File: src/rtl/selevy_mem_arbiter_if.sv
// Request/response and RAM-side signals of the selevy data-RAM arbiter.
// master = requesters plus RAM read path, slave = the arbiter.
interface selevy_mem_arbiter_if #(
  parameter int DATA_W = 32,
  parameter int ADDR_W = 8
);
  logic              m0_req;
  logic              m1_req;
  logic              m0_we;
  logic              m1_we;
  logic [ADDR_W-1:0] m0_addr;
  logic [ADDR_W-1:0] m1_addr;
  logic [DATA_W-1:0] m0_wdata;
  logic [DATA_W-1:0] m1_wdata;
  logic              m0_gnt;
  logic              m1_gnt;
  logic              m0_done;
  logic              m1_done;
  logic [DATA_W-1:0] rdata;
  logic              ram_en;
  logic              ram_we;
  logic [ADDR_W-1:0] ram_addr;
  logic [DATA_W-1:0] ram_wdata;
  logic [DATA_W-1:0] ram_rdata;
  logic              busy;

  modport master (
    output m0_req, m1_req, m0_we, m1_we, m0_addr, m1_addr, m0_wdata, m1_wdata,
    output ram_rdata,
    input  m0_gnt, m1_gnt, m0_done, m1_done, rdata,
    input  ram_en, ram_we, ram_addr, ram_wdata, busy
  );

  modport slave (
    input  m0_req, m1_req, m0_we, m1_we, m0_addr, m1_addr, m0_wdata, m1_wdata,
    input  ram_rdata,
    output m0_gnt, m1_gnt, m0_done, m1_done, rdata,
    output ram_en, ram_we, ram_addr, ram_wdata, busy
  );
endinterface

File: src/rtl/selevy_mem_arbiter.sv
// Round-robin arbiter sharing the single-port data RAM between the LSU (m0) and debug port (m1).
// One access per three cycles (IDLE -> ISSUE -> DONE); all outputs except rdata are registered.
module selevy_mem_arbiter #(
  parameter int DATA_W = 32,
  parameter int ADDR_W = 8
) (
  input  logic                 CLK,
  input  logic                 reset,
  selevy_mem_arbiter_if.slave  bus
);

  typedef enum logic [1:0] {IDLE, ISSUE, DONE} state_t;

  state_t            state_q;
  logic              prio_q;
  logic              sel_q;
  logic              we_q;
  logic              ram_en_q;
  logic              ram_we_q;
  logic [ADDR_W-1:0] ram_addr_q;
  logic [DATA_W-1:0] ram_wdata_q;
  logic [1:0]        gnt_q;
  logic [1:0]        done_q;
  logic              busy_q;
  logic              sel_d;

  // A lone requester wins outright; a tie goes to the port named by prio_q.
  always_comb begin
    sel_d = prio_q;
    if (bus.m0_req && !bus.m1_req) begin
      sel_d = 1'b0;
    end else if (!bus.m0_req && bus.m1_req) begin
      sel_d = 1'b1;
    end
  end

  // ram_addr_q/ram_wdata_q double as the operand latch for the access in flight.
  always_ff @(posedge CLK or posedge reset) begin
    if (reset) begin
      state_q     <= IDLE;
      prio_q      <= 1'b0;
      sel_q       <= 1'b0;
      we_q        <= 1'b0;
      ram_en_q    <= 1'b0;
      ram_we_q    <= 1'b0;
      ram_addr_q  <= '0;
      ram_wdata_q <= '0;
      gnt_q       <= 2'b00;
      done_q      <= 2'b00;
      busy_q      <= 1'b0;
    end else begin
      case (state_q)
        IDLE: begin
          if (bus.m0_req || bus.m1_req) begin
            state_q     <= ISSUE;
            sel_q       <= sel_d;
            we_q        <= sel_d ? bus.m1_we : bus.m0_we;
            ram_en_q    <= 1'b1;
            ram_we_q    <= sel_d ? bus.m1_we : bus.m0_we;
            ram_addr_q  <= sel_d ? bus.m1_addr : bus.m0_addr;
            ram_wdata_q <= sel_d ? bus.m1_wdata : bus.m0_wdata;
            gnt_q       <= sel_d ? 2'b10 : 2'b01;
            busy_q      <= 1'b1;
          end
        end
        ISSUE: begin
          state_q  <= DONE;
          ram_en_q <= 1'b0;
          ram_we_q <= 1'b0;
          gnt_q    <= 2'b00;
          done_q   <= sel_q ? 2'b10 : 2'b01;
        end
        DONE: begin
          state_q <= IDLE;
          done_q  <= 2'b00;
          busy_q  <= 1'b0;
          prio_q  <= ~sel_q;
        end
        default: begin
          state_q <= IDLE;
          busy_q  <= 1'b0;
        end
      endcase
    end
  end

  assign bus.rdata     = (state_q == DONE && !we_q) ? bus.ram_rdata : '0;
  assign bus.ram_en    = ram_en_q;
  assign bus.ram_we    = ram_we_q;
  assign bus.ram_addr  = ram_addr_q;
  assign bus.ram_wdata = ram_wdata_q;
  assign bus.m0_gnt    = gnt_q[0];
  assign bus.m1_gnt    = gnt_q[1];
  assign bus.m0_done   = done_q[0];
  assign bus.m1_done   = done_q[1];
  assign bus.busy      = busy_q;

endmodule

File: src/flat_wrapper.sv
// flat-port wrapper written by rule: the top's interface ports become plain ports
module selevy_mem_arbiter_flat 
#(
  parameter int DATA_W = 32,
  parameter int ADDR_W = 8
)
  (CLK, reset, bus_m0_req, bus_m1_req, bus_m0_we, bus_m1_we, bus_m0_addr, bus_m1_addr, bus_m0_wdata, bus_m1_wdata, bus_ram_rdata, bus_m0_gnt, bus_m1_gnt, bus_m0_done, bus_m1_done, bus_rdata, bus_ram_en, bus_ram_we, bus_ram_addr, bus_ram_wdata, bus_busy);
  selevy_mem_arbiter_if #(.DATA_W(DATA_W), .ADDR_W(ADDR_W)) bus_i ();
  input  logic CLK;
  input  logic reset;
  input wire logic [$bits(bus_i.m0_req)-1:0] bus_m0_req;
  input wire logic [$bits(bus_i.m1_req)-1:0] bus_m1_req;
  input wire logic [$bits(bus_i.m0_we)-1:0] bus_m0_we;
  input wire logic [$bits(bus_i.m1_we)-1:0] bus_m1_we;
  input wire logic [$bits(bus_i.m0_addr)-1:0] bus_m0_addr;
  input wire logic [$bits(bus_i.m1_addr)-1:0] bus_m1_addr;
  input wire logic [$bits(bus_i.m0_wdata)-1:0] bus_m0_wdata;
  input wire logic [$bits(bus_i.m1_wdata)-1:0] bus_m1_wdata;
  input wire logic [$bits(bus_i.ram_rdata)-1:0] bus_ram_rdata;
  output wire logic [$bits(bus_i.m0_gnt)-1:0] bus_m0_gnt;
  output wire logic [$bits(bus_i.m1_gnt)-1:0] bus_m1_gnt;
  output wire logic [$bits(bus_i.m0_done)-1:0] bus_m0_done;
  output wire logic [$bits(bus_i.m1_done)-1:0] bus_m1_done;
  output wire logic [$bits(bus_i.rdata)-1:0] bus_rdata;
  output wire logic [$bits(bus_i.ram_en)-1:0] bus_ram_en;
  output wire logic [$bits(bus_i.ram_we)-1:0] bus_ram_we;
  output wire logic [$bits(bus_i.ram_addr)-1:0] bus_ram_addr;
  output wire logic [$bits(bus_i.ram_wdata)-1:0] bus_ram_wdata;
  output wire logic [$bits(bus_i.busy)-1:0] bus_busy;
  assign bus_i.m0_req = bus_m0_req;
  assign bus_i.m1_req = bus_m1_req;
  assign bus_i.m0_we = bus_m0_we;
  assign bus_i.m1_we = bus_m1_we;
  assign bus_i.m0_addr = bus_m0_addr;
  assign bus_i.m1_addr = bus_m1_addr;
  assign bus_i.m0_wdata = bus_m0_wdata;
  assign bus_i.m1_wdata = bus_m1_wdata;
  assign bus_i.ram_rdata = bus_ram_rdata;
  assign bus_m0_gnt = bus_i.m0_gnt;
  assign bus_m1_gnt = bus_i.m1_gnt;
  assign bus_m0_done = bus_i.m0_done;
  assign bus_m1_done = bus_i.m1_done;
  assign bus_rdata = bus_i.rdata;
  assign bus_ram_en = bus_i.ram_en;
  assign bus_ram_we = bus_i.ram_we;
  assign bus_ram_addr = bus_i.ram_addr;
  assign bus_ram_wdata = bus_i.ram_wdata;
  assign bus_busy = bus_i.busy;
  selevy_mem_arbiter #(.DATA_W(DATA_W), .ADDR_W(ADDR_W)) u_core (.CLK(CLK), .reset(reset), .bus(bus_i));
endmodule
File: config.mk
export PLATFORM = sky130hd
export DESIGN_NAME = selevy_mem_arbiter_flat
export DESIGN_NICKNAME = d
export VERILOG_FILES = /design/src/rtl/selevy_mem_arbiter_if.sv /design/src/rtl/selevy_mem_arbiter.sv /design/src/flat_wrapper.sv
export SDC_FILE = /design/constraint.sdc
export NUM_CORES = 1
export LEC_CHECK = 0
export CAP_MARGIN = 20
export CORE_ASPECT_RATIO = 0.7
export CORE_UTILIZATION = 35
export CTS_BUF_LIST = sky130_fd_sc_hd__clkbuf_2 sky130_fd_sc_hd__clkbuf_4 sky130_fd_sc_hd__clkbuf_8
export DETAILED_ROUTE_END_ITERATION = 10
export HOLD_SLACK_MARGIN = 0.03
export PLACE_DENSITY = 0.79
export SYNTH_ARGS = -nofsm -noshare
export SYNTH_HDL_FRONTEND = slang
export SYNTH_SLANG_ARGS = --single-unit
File: constraint.sdc
create_clock -name CLK -period 1.9 [get_ports CLK]
set_input_delay 0.57 -clock CLK [delete_from_list [all_inputs] [get_ports CLK]]
set_output_delay 0.57 -clock CLK [all_outputs]
set_load 0.005 [all_outputs]
==> impl_metrics.tcl, run 1 <==
set metrics [dict create \
    req_time_crit_path_ns 1.33 \
    run_status "complete, but fails checks" \
    cpPeakStageDelay_ns 0.40 \
    crit_path_max_fanout 4 \
    worst_hold_startpoint "u_core.bus.ram_wdata[20]" \
    violations "negative setup slack" \
    ir_drop_worst_vdd_mv 0.544 \
    fillerInstances 703 \
    globalRouteMet3Util_pct 6.28 \
    detail_route.drc_violations 0 \
    worstReg2RegEnd "u_core.bus.ram_we" \
    grt_antenna_before_repair 0 \
    setup_viol_count_final 32 \
    cts_buffers 5 \
    place.detailed.instances 636 \
    boundaryPins 197 \
    gr-total-overflow 0 \
    slew_headroom_pct 66.8 \
    floorplan.die.height_um 82.8 \
    pin_count_of_the_biggest_net_entering_global_routing 53 \
    fp-row-count 29 \
    timing.clock.skew_ns 0.00808 \
    r2r_setup_slack_ns 0.16 \
    finalMaxSlewViolations 0 \
    antenna_cells_inserted 0 \
    detailedPlacementHpwl_um 8400 \
    tritoncts "yes" \
    yosysWarnings 0 \
    leakage_nw 2.51 \
    worstPathCellList "inv_2, ha_4, nor2b_4, buf_6, buf_6, buf_6, and2_4, buf_6" \
    cap_viol_max_count 0 \
    hold_viol 0 \
    synth_area_leader_cell "sky130_fd_sc_hd__dfrtp_1" \
    grt.met2_usage_pct 43.9 \
    timing.final.crit_period_ns 2.27 \
    wl_per_cell_um 18.2 \
    first_global_vias 3448 \
    detail_route.first_pass.iterations 4 \
    chipWidth_um 117 \
    final_cell_mix "sky130_fd_sc_hd__clkdlybuf4s50_1 (163), sky130_fd_sc_hd__dfrtp_1 (52), sky130_fd_sc_hd__inv_1 (44), sky130_fd_sc_hd__nand2_1 (44), sky130_fd_sc_hd__buf_6 (43)" \
    routabilityCongestion 0.887 \
    design.final.nets 660 \
    critPathSlowestCell "sky130_fd_sc_hd__dfrtp_1" \
    floorplan.core_area_mm2 0.00907 \
    cts.root.buffer_cell "sky130_fd_sc_hd__clkbuf_8" \
    grt_peak_use_layer "met2" \
    reg2reg_from "u_core.state_q[1]" \
    flow.area_growth_from_synthesis_pct 80.3 \
    mappedNetlistNets 447 \
    post-route-util_pct 64.9 \
    worst-r2r-cell-count 7 \
    cts_sink_count 52 \
    gr-usage-all-layers_pct 24.5 \
    count_of_state_elements_after_synthesis 52 \
    transition_time_of_the_tightest_slew_check_pin_ns 0.498 \
    power.density_cell_area_mw_per_mm2 1250 \
    ys_seq_area_share_pct 39.9 \
    mean_syn_cell_area_um2 10.0 \
    detail_route.vias_per_cell 5.25 \
    post_synth_instance_area_mm2 0.00326 \
    clock_latency_ns 0.31 \
    yosysUniqueCellTypes 30 \
    route.antenna.remaining_nets 0 \
    critical_path.startpoint_type "flip-flop" \
    grt_setup_unrepaired "yes" \
    post-route-period-util_pct 120 \
    timing.setup.critical_path_class "reg2out" \
    timing.critical_path.mode_cell "sky130_fd_sc_hd__buf_6" \
    grt_pass1_wl_um 18400 \
    layout_commonest_cell "sky130_fd_sc_hd__clkdlybuf4s50_1" \
    maximum_clock_frequency_mhz 440 \
    min-delay-path-class "reg2reg" \
    initial_utilization_pct 36.0 \
    worst_setup_hold_path_clk_slew_ns 0.09 \
    layout-drive-gt1-share_pct 30.2 \
    htreeDepth 2 \
    num_vias 3478 \
    post-route-worst-setup-slack_ns -0.373 \
    layoutNonFillerInstCount 663 \
    p_total_mw 7.37 \
    endpoint_arrival_time_on_the_critical_path_ns 1.70 \
    placement.io_buffers 196 \
    hold_path_end "u_core.bus.ram_wdata[20]" \
    drt_iter0_markers 173 \
    hold-path-cell-count 2 \
    die_area_mm2 0.00972 \
    route.final.wire_length_um 12000 \
    clock_tree.buffer_depth 2 \
    netlist_instances 326 \
    synth_top_area_share_pct 39.9 \
    timing.critical_path.to_type "output pin" \
    leading_cell_types_by_total_area_after_synthesis "sky130_fd_sc_hd__dfrtp_1 (40%), sky130_fd_sc_hd__o311ai_2 (20%), sky130_fd_sc_hd__o2111ai_1 (11%)" \
    grt_use_met1_pct 29.2 \
]
==> power breakdown <==
part	internal, mW	leakage [nW]	switching [mW]
Clock	0.266	0.0445	0.373
Combinational	2.71	1.83	2.04
Sequential	1.65	0.642	0.325
==> logic make-up after synthesis <==
family	count (synthesis)	synth area share, %
adder cells (fa/ha/maj)	4	1.50
multiplexers	1	0.345
AO/OA/AOI/OAI	98	34.5
AND/OR/NAND/NOR	88	13.2
buffers and inverters	83	10.6
flip-flops	52	39.9
==> worst max-delay path: cells and delay by family (launching register included) <==
kind          cells  cell delay, ns
fa+ha+maj         1            0.13
flops             1            0.40
simple gates      2            0.36
buf+inv           5            0.50
==> metal layers <==
layer  vias to the layer above  wire length (um)  share of wire (%)
met3                        20               904                7.5
met4                         0               265                2.2
met1                      1700              4990                 41
li1                       1608                 -                  -
met5                         -                 0                  0
met2                       150              5880                 49
==> through the flow <==
stage / instance area (um^2) / hold slack, ns / TNS (ns) / setup WS, ns
after floorplan: 3260 / 0.466 / 0 / 0.0721
after global placement: 5490 / 0.486 / -19.47 / -0.385
after detailed placement: 5490 / 0.499 / -20.57 / -0.393
after CTS: 5770 / 0.520 / -8.52 / -0.325
after global routing: 5880 / 0.544 / -11.93 / -0.444
final: 5880 / 0.516 / -9.65 / -0.373
==> worst max-delay path by stage <==
stage,from,endpoint,cells after the start
2_1_floorplan,reset,u_core.bus.busy,1
3_3_place_gp,bus_ram_rdata[20],bus_rdata[20],3
3_5_place_dp,u_core.state_q[0],bus_rdata[25],6
4_1_cts,u_core.state_q[0],bus_rdata[14],8
5_1_grt,u_core.state_q[0],bus_rdata[14],8
6_report,u_core.state_q[0],bus_rdata[26],8
==> cells in the mapped netlist, drive strengths merged <==
| library cell | count |
|---|---|
| dfrtp | 52 |
| inv | 47 |
| nand2 | 44 |
| o2111ai | 42 |
| o311ai | 42 |
| and2 | 32 |
| clkbuf | 22 |
| buf | 14 |
| o21ai | 6 |
| nor2 | 5 |
| ha | 3 |
| a21oi | 2 |
| a22o | 2 |
| nand2b | 2 |
| nor2b | 2 |
| a21boi | 1 |
| a31oi | 1 |
| a32o | 1 |
| maj3 | 1 |
| mux2 | 1 |
| nand3 | 1 |
| nand3b | 1 |
| nor3b | 1 |
| o22a | 1 |
==> layout make-up <==
class	count	area [um^2]	area share [%]
Tap cell	124	155	2.64
Sequential cell	52	1300	22.1
Clock inverter	1	5.00	0.0851
Timing Repair Buffer	242	2450	41.6
Multi-Input combinational cell	191	1720	29.3
Inverter	47	176	3.00
Clock buffer	6	76.3	1.30
==> state kept, by name, summed over array words and instances, names as in the netlist, 2 cells and up <==
| name | cells |
|---|---|
| u_core.bus.ram_wdata | 32 |
| u_core.gnt_q | 2 |
| u_core.bus.ram_addr | 8 |
| u_core.state_q | 2 |
| u_core.done_q | 2 |
==> timing repair <==
item | 4_1_cts | 5_1_grt
gates resized for setup | 181 | 21
hold buffers | 0 | 0
cloned | 3 | 0
buffers inserted | 14 | 3
pin swaps | 21 | 4
setup endpoints to repair | 32 | 33
endpoints found under the hold margin | 0 | 0
Note: power is estimated with default switching activity, not from simulation.
==> run 2: changes to the inputs <==
RECOVER_POWER = 100   (was not set)
==> run 2 against run 1 <==
The run still ends with negative setup slack left. Clock-buffer cell count unchanged. Fmax decreased by 0.26%. Final cell count unchanged. Sequential cell count unchanged. Utilization decreased by 0.58 points. First-iteration DRC count decreased by 8.1%. Sequential share of layout area increased by 0.20 points. Via count decreased by 0.75%. Combinational power decreased by 4.4%. Critical path depth unchanged.
==> impl_metrics.tcl, run 2 (same netlist as run 1, synthesis figures left out) <==
set metrics [dict create \
    tritoncts "yes" \
    placement.io_buffers 196 \
    clock_latency_ns 0.30 \
    drt_iter0_markers 159 \
    comb_power_share_pct 63.7 \
    transition_time_of_the_tightest_slew_check_pin_ns 0.743 \
    floorplan.die.height_um 82.8 \
    post-route-period-util_pct 120 \
    detail_route.vias_per_cell 5.21 \
    timing.clock.skew_ns 0.00719 \
    flow.area_growth_from_synthesis_pct 78.7 \
    layout-drive-gt1-share_pct 29.1 \
    fillerInstances 712 \
    worst_setup_hold_path_clk_slew_ns 0.10 \
    req_time_crit_path_ns 1.33 \
    detail_route.drc_violations 0 \
    num_vias 3452 \
    reg2reg_from "u_core.state_q[0]" \
    cts.root.buffer_cell "sky130_fd_sc_hd__clkbuf_8" \
    critPathLaunch "u_core.state_q[0]" \
    internal_power_mw 4.44 \
    final_cell_mix "sky130_fd_sc_hd__clkdlybuf4s50_1 (128), sky130_fd_sc_hd__dfrtp_1 (52), sky130_fd_sc_hd__inv_1 (44), sky130_fd_sc_hd__nand2_1 (44), sky130_fd_sc_hd__buf_6 (44)" \
    worstReg2RegEnd "u_core.bus.ram_we" \
    maximum_clock_frequency_mhz 439 \
    placed_area_mm2 0.00549 \
    cts_sink_count 52 \
    timing.critical_path.to_type "output pin" \
    chipWidth_um 117 \
    power.share.switching_pct 38.0 \
    timing.setup.critical_path_class "reg2out" \
    timing.final.crit_period_ns 2.28 \
    largest_register_ffs 32 \
    power.share.sequential_pct 27.4 \
    cpPeakStageDelay_ns 0.40 \
    detail_route.first_pass.iterations 4 \
    cts_buffers 5 \
    setup_viol_count_final 36 \
    boundaryPins 197 \
    hold_viol 0 \
    die_area_mm2 0.00972 \
    grt_antenna_before_repair 0 \
    violations "negative setup slack" \
    timing.critical_path.mode_cell "sky130_fd_sc_hd__buf_6" \
    worstSetupEndpoint "bus_rdata[11]" \
    wl_per_cell_um 18.3 \
    power.density_cell_area_mw_per_mm2 1230 \
    route.antenna.remaining_nets 0 \
    initial_utilization_pct 36.0 \
    pre_cts_slack_ns -0.393 \
    antenna_cells_inserted 0 \
    worstPathCellList "inv_2, ha_4, nor2b_4, buf_6, buf_6, buf_6, and2_4, buf_6" \
    pin_count_of_the_biggest_net_entering_global_routing 53 \
    floorplan.core_area_mm2 0.00907 \
    gr-usage-all-layers_pct 24.5 \
    critical_path.startpoint_type "flip-flop" \
    design.final.nets 660 \
    post-route-worst-setup-slack_ns -0.379 \
    route.final.wire_length_um 12100 \
    run_status "complete, but fails checks" \
    critPathSlowestCell "sky130_fd_sc_hd__dfrtp_1" \
    worst-r2r-cell-count 8 \
    layout_cell_area_excl_fill_mm2 0.00583 \
    routabilityCongestion 0.887 \
    cap_viol_max_count 0 \
    min-delay-path-class "reg2reg" \
    htreeDepth 2 \
    slew_headroom_pct 50.5 \
    r2r_setup_slack_ns 0.02 \
    cts.hold.buffers_added 0 \
    detailedPlacementHpwl_um 8400 \
    fp-row-count 29 \
    endpoint_arrival_time_on_the_critical_path_ns 1.71 \
    place.detailed.instances 636 \
    first_global_vias 3448 \
    layoutNonFillerInstCount 663 \
    crit_path_max_fanout 4 \
    ir_drop_worst_vdd_mv 0.542 \
    clkPwrFrac_pct 9.0 \
    finalMaxSlewViolations 0 \
    clock_tree.buffer_depth 2 \
    gr-total-overflow 0 \
    layout_commonest_cell "sky130_fd_sc_hd__clkdlybuf4s50_1" \
    leakage_nw 2.54 \
    grt_pass1_wl_um 18400 \
    power.switching_mw 2.72 \
    p_total_mw 7.15 \
    grt_setup_unrepaired "yes" \
    whs_ns 0.507 \
]
run 2: worst min-delay path by stage:
stage | startpoint | end | depth (start not counted)
CTS | u_core.bus.ram_addr[6] | u_core.bus.ram_addr[6] | 2
detailed placement | u_core.bus.ram_addr[6] | u_core.bus.ram_addr[6] | 2
finish | u_core.bus.ram_wdata[4] | u_core.bus.ram_wdata[4] | 2
global route | u_core.bus.ram_wdata[4] | u_core.bus.ram_wdata[4] | 2
global placement | u_core.bus.ram_wdata[22] | u_core.bus.ram_wdata[22] | 2
floorplan | u_core.sel_q | u_core.prio_q | 1
run 2: what timing repair did:
| action | CTS | global route |
|---|---|---|
| pin swaps | 21 | 4 |
| resized for setup | 181 | 21 |
| gates cloned | 3 | 0 |
| setup endpoints to repair | 32 | 33 |
| buffers inserted | 14 | 3 |
run 2: per-stage QoR:
stage	util (%)	setup TNS [ns]
after detailed placement	60.5	-20.57
after floorplan	-	0
after global routing	64.3	-13.02
final	64.3	-9.96
after CTS	63.6	-8.52
after global placement	60.5	-19.47
run 2: layout make-up:
type / count / area [um^2] / area share, %
Clock inverter: 1 / 5.00 / 0.0858
Clock buffer: 6 / 76.3 / 1.31
Inverter: 47 / 176 / 3.03
Tap cell: 124 / 155 / 2.66
Multi-Input combinational cell: 191 / 1690 / 29.0
Sequential cell: 52 / 1300 / 22.3
Timing Repair Buffer: 242 / 2420 / 41.6
run 2: power groups by stage:
stage          logic, mW  registers [mW]  clock network [mW]
6_report            4.55            1.96               0.642
5_1_grt             4.92            2.03               0.701
4_1_cts             4.64            1.98               0.656
3_5_place_dp        4.31            1.98                   0
3_3_place_gp        4.21            1.97                   0
2_1_floorplan       2.15            1.97                   0
run 2: metal layers:
layer | track usage (%) | part of all wire, % | vias up | wire [um]
li1 | - | - | 1619 | -
met1 | 29.2 | 42 | 1669 | 5140
met2 | 43.9 | 48 | 145 | 5860
met3 | 6.28 | 7.2 | 19 | 876
met4 | 8.18 | 2.0 | 0 | 238
met5 | 0 | 0 | - | 0
run 2: critical path: cells and delay by family (launching register included):
kind | cells | cell delay (ns)
buffers and inverters | 5 | 0.49
AND/OR/NAND/NOR | 2 | 0.37
flip-flops | 1 | 0.40
adder cells (fa/ha/maj) | 1 | 0.13
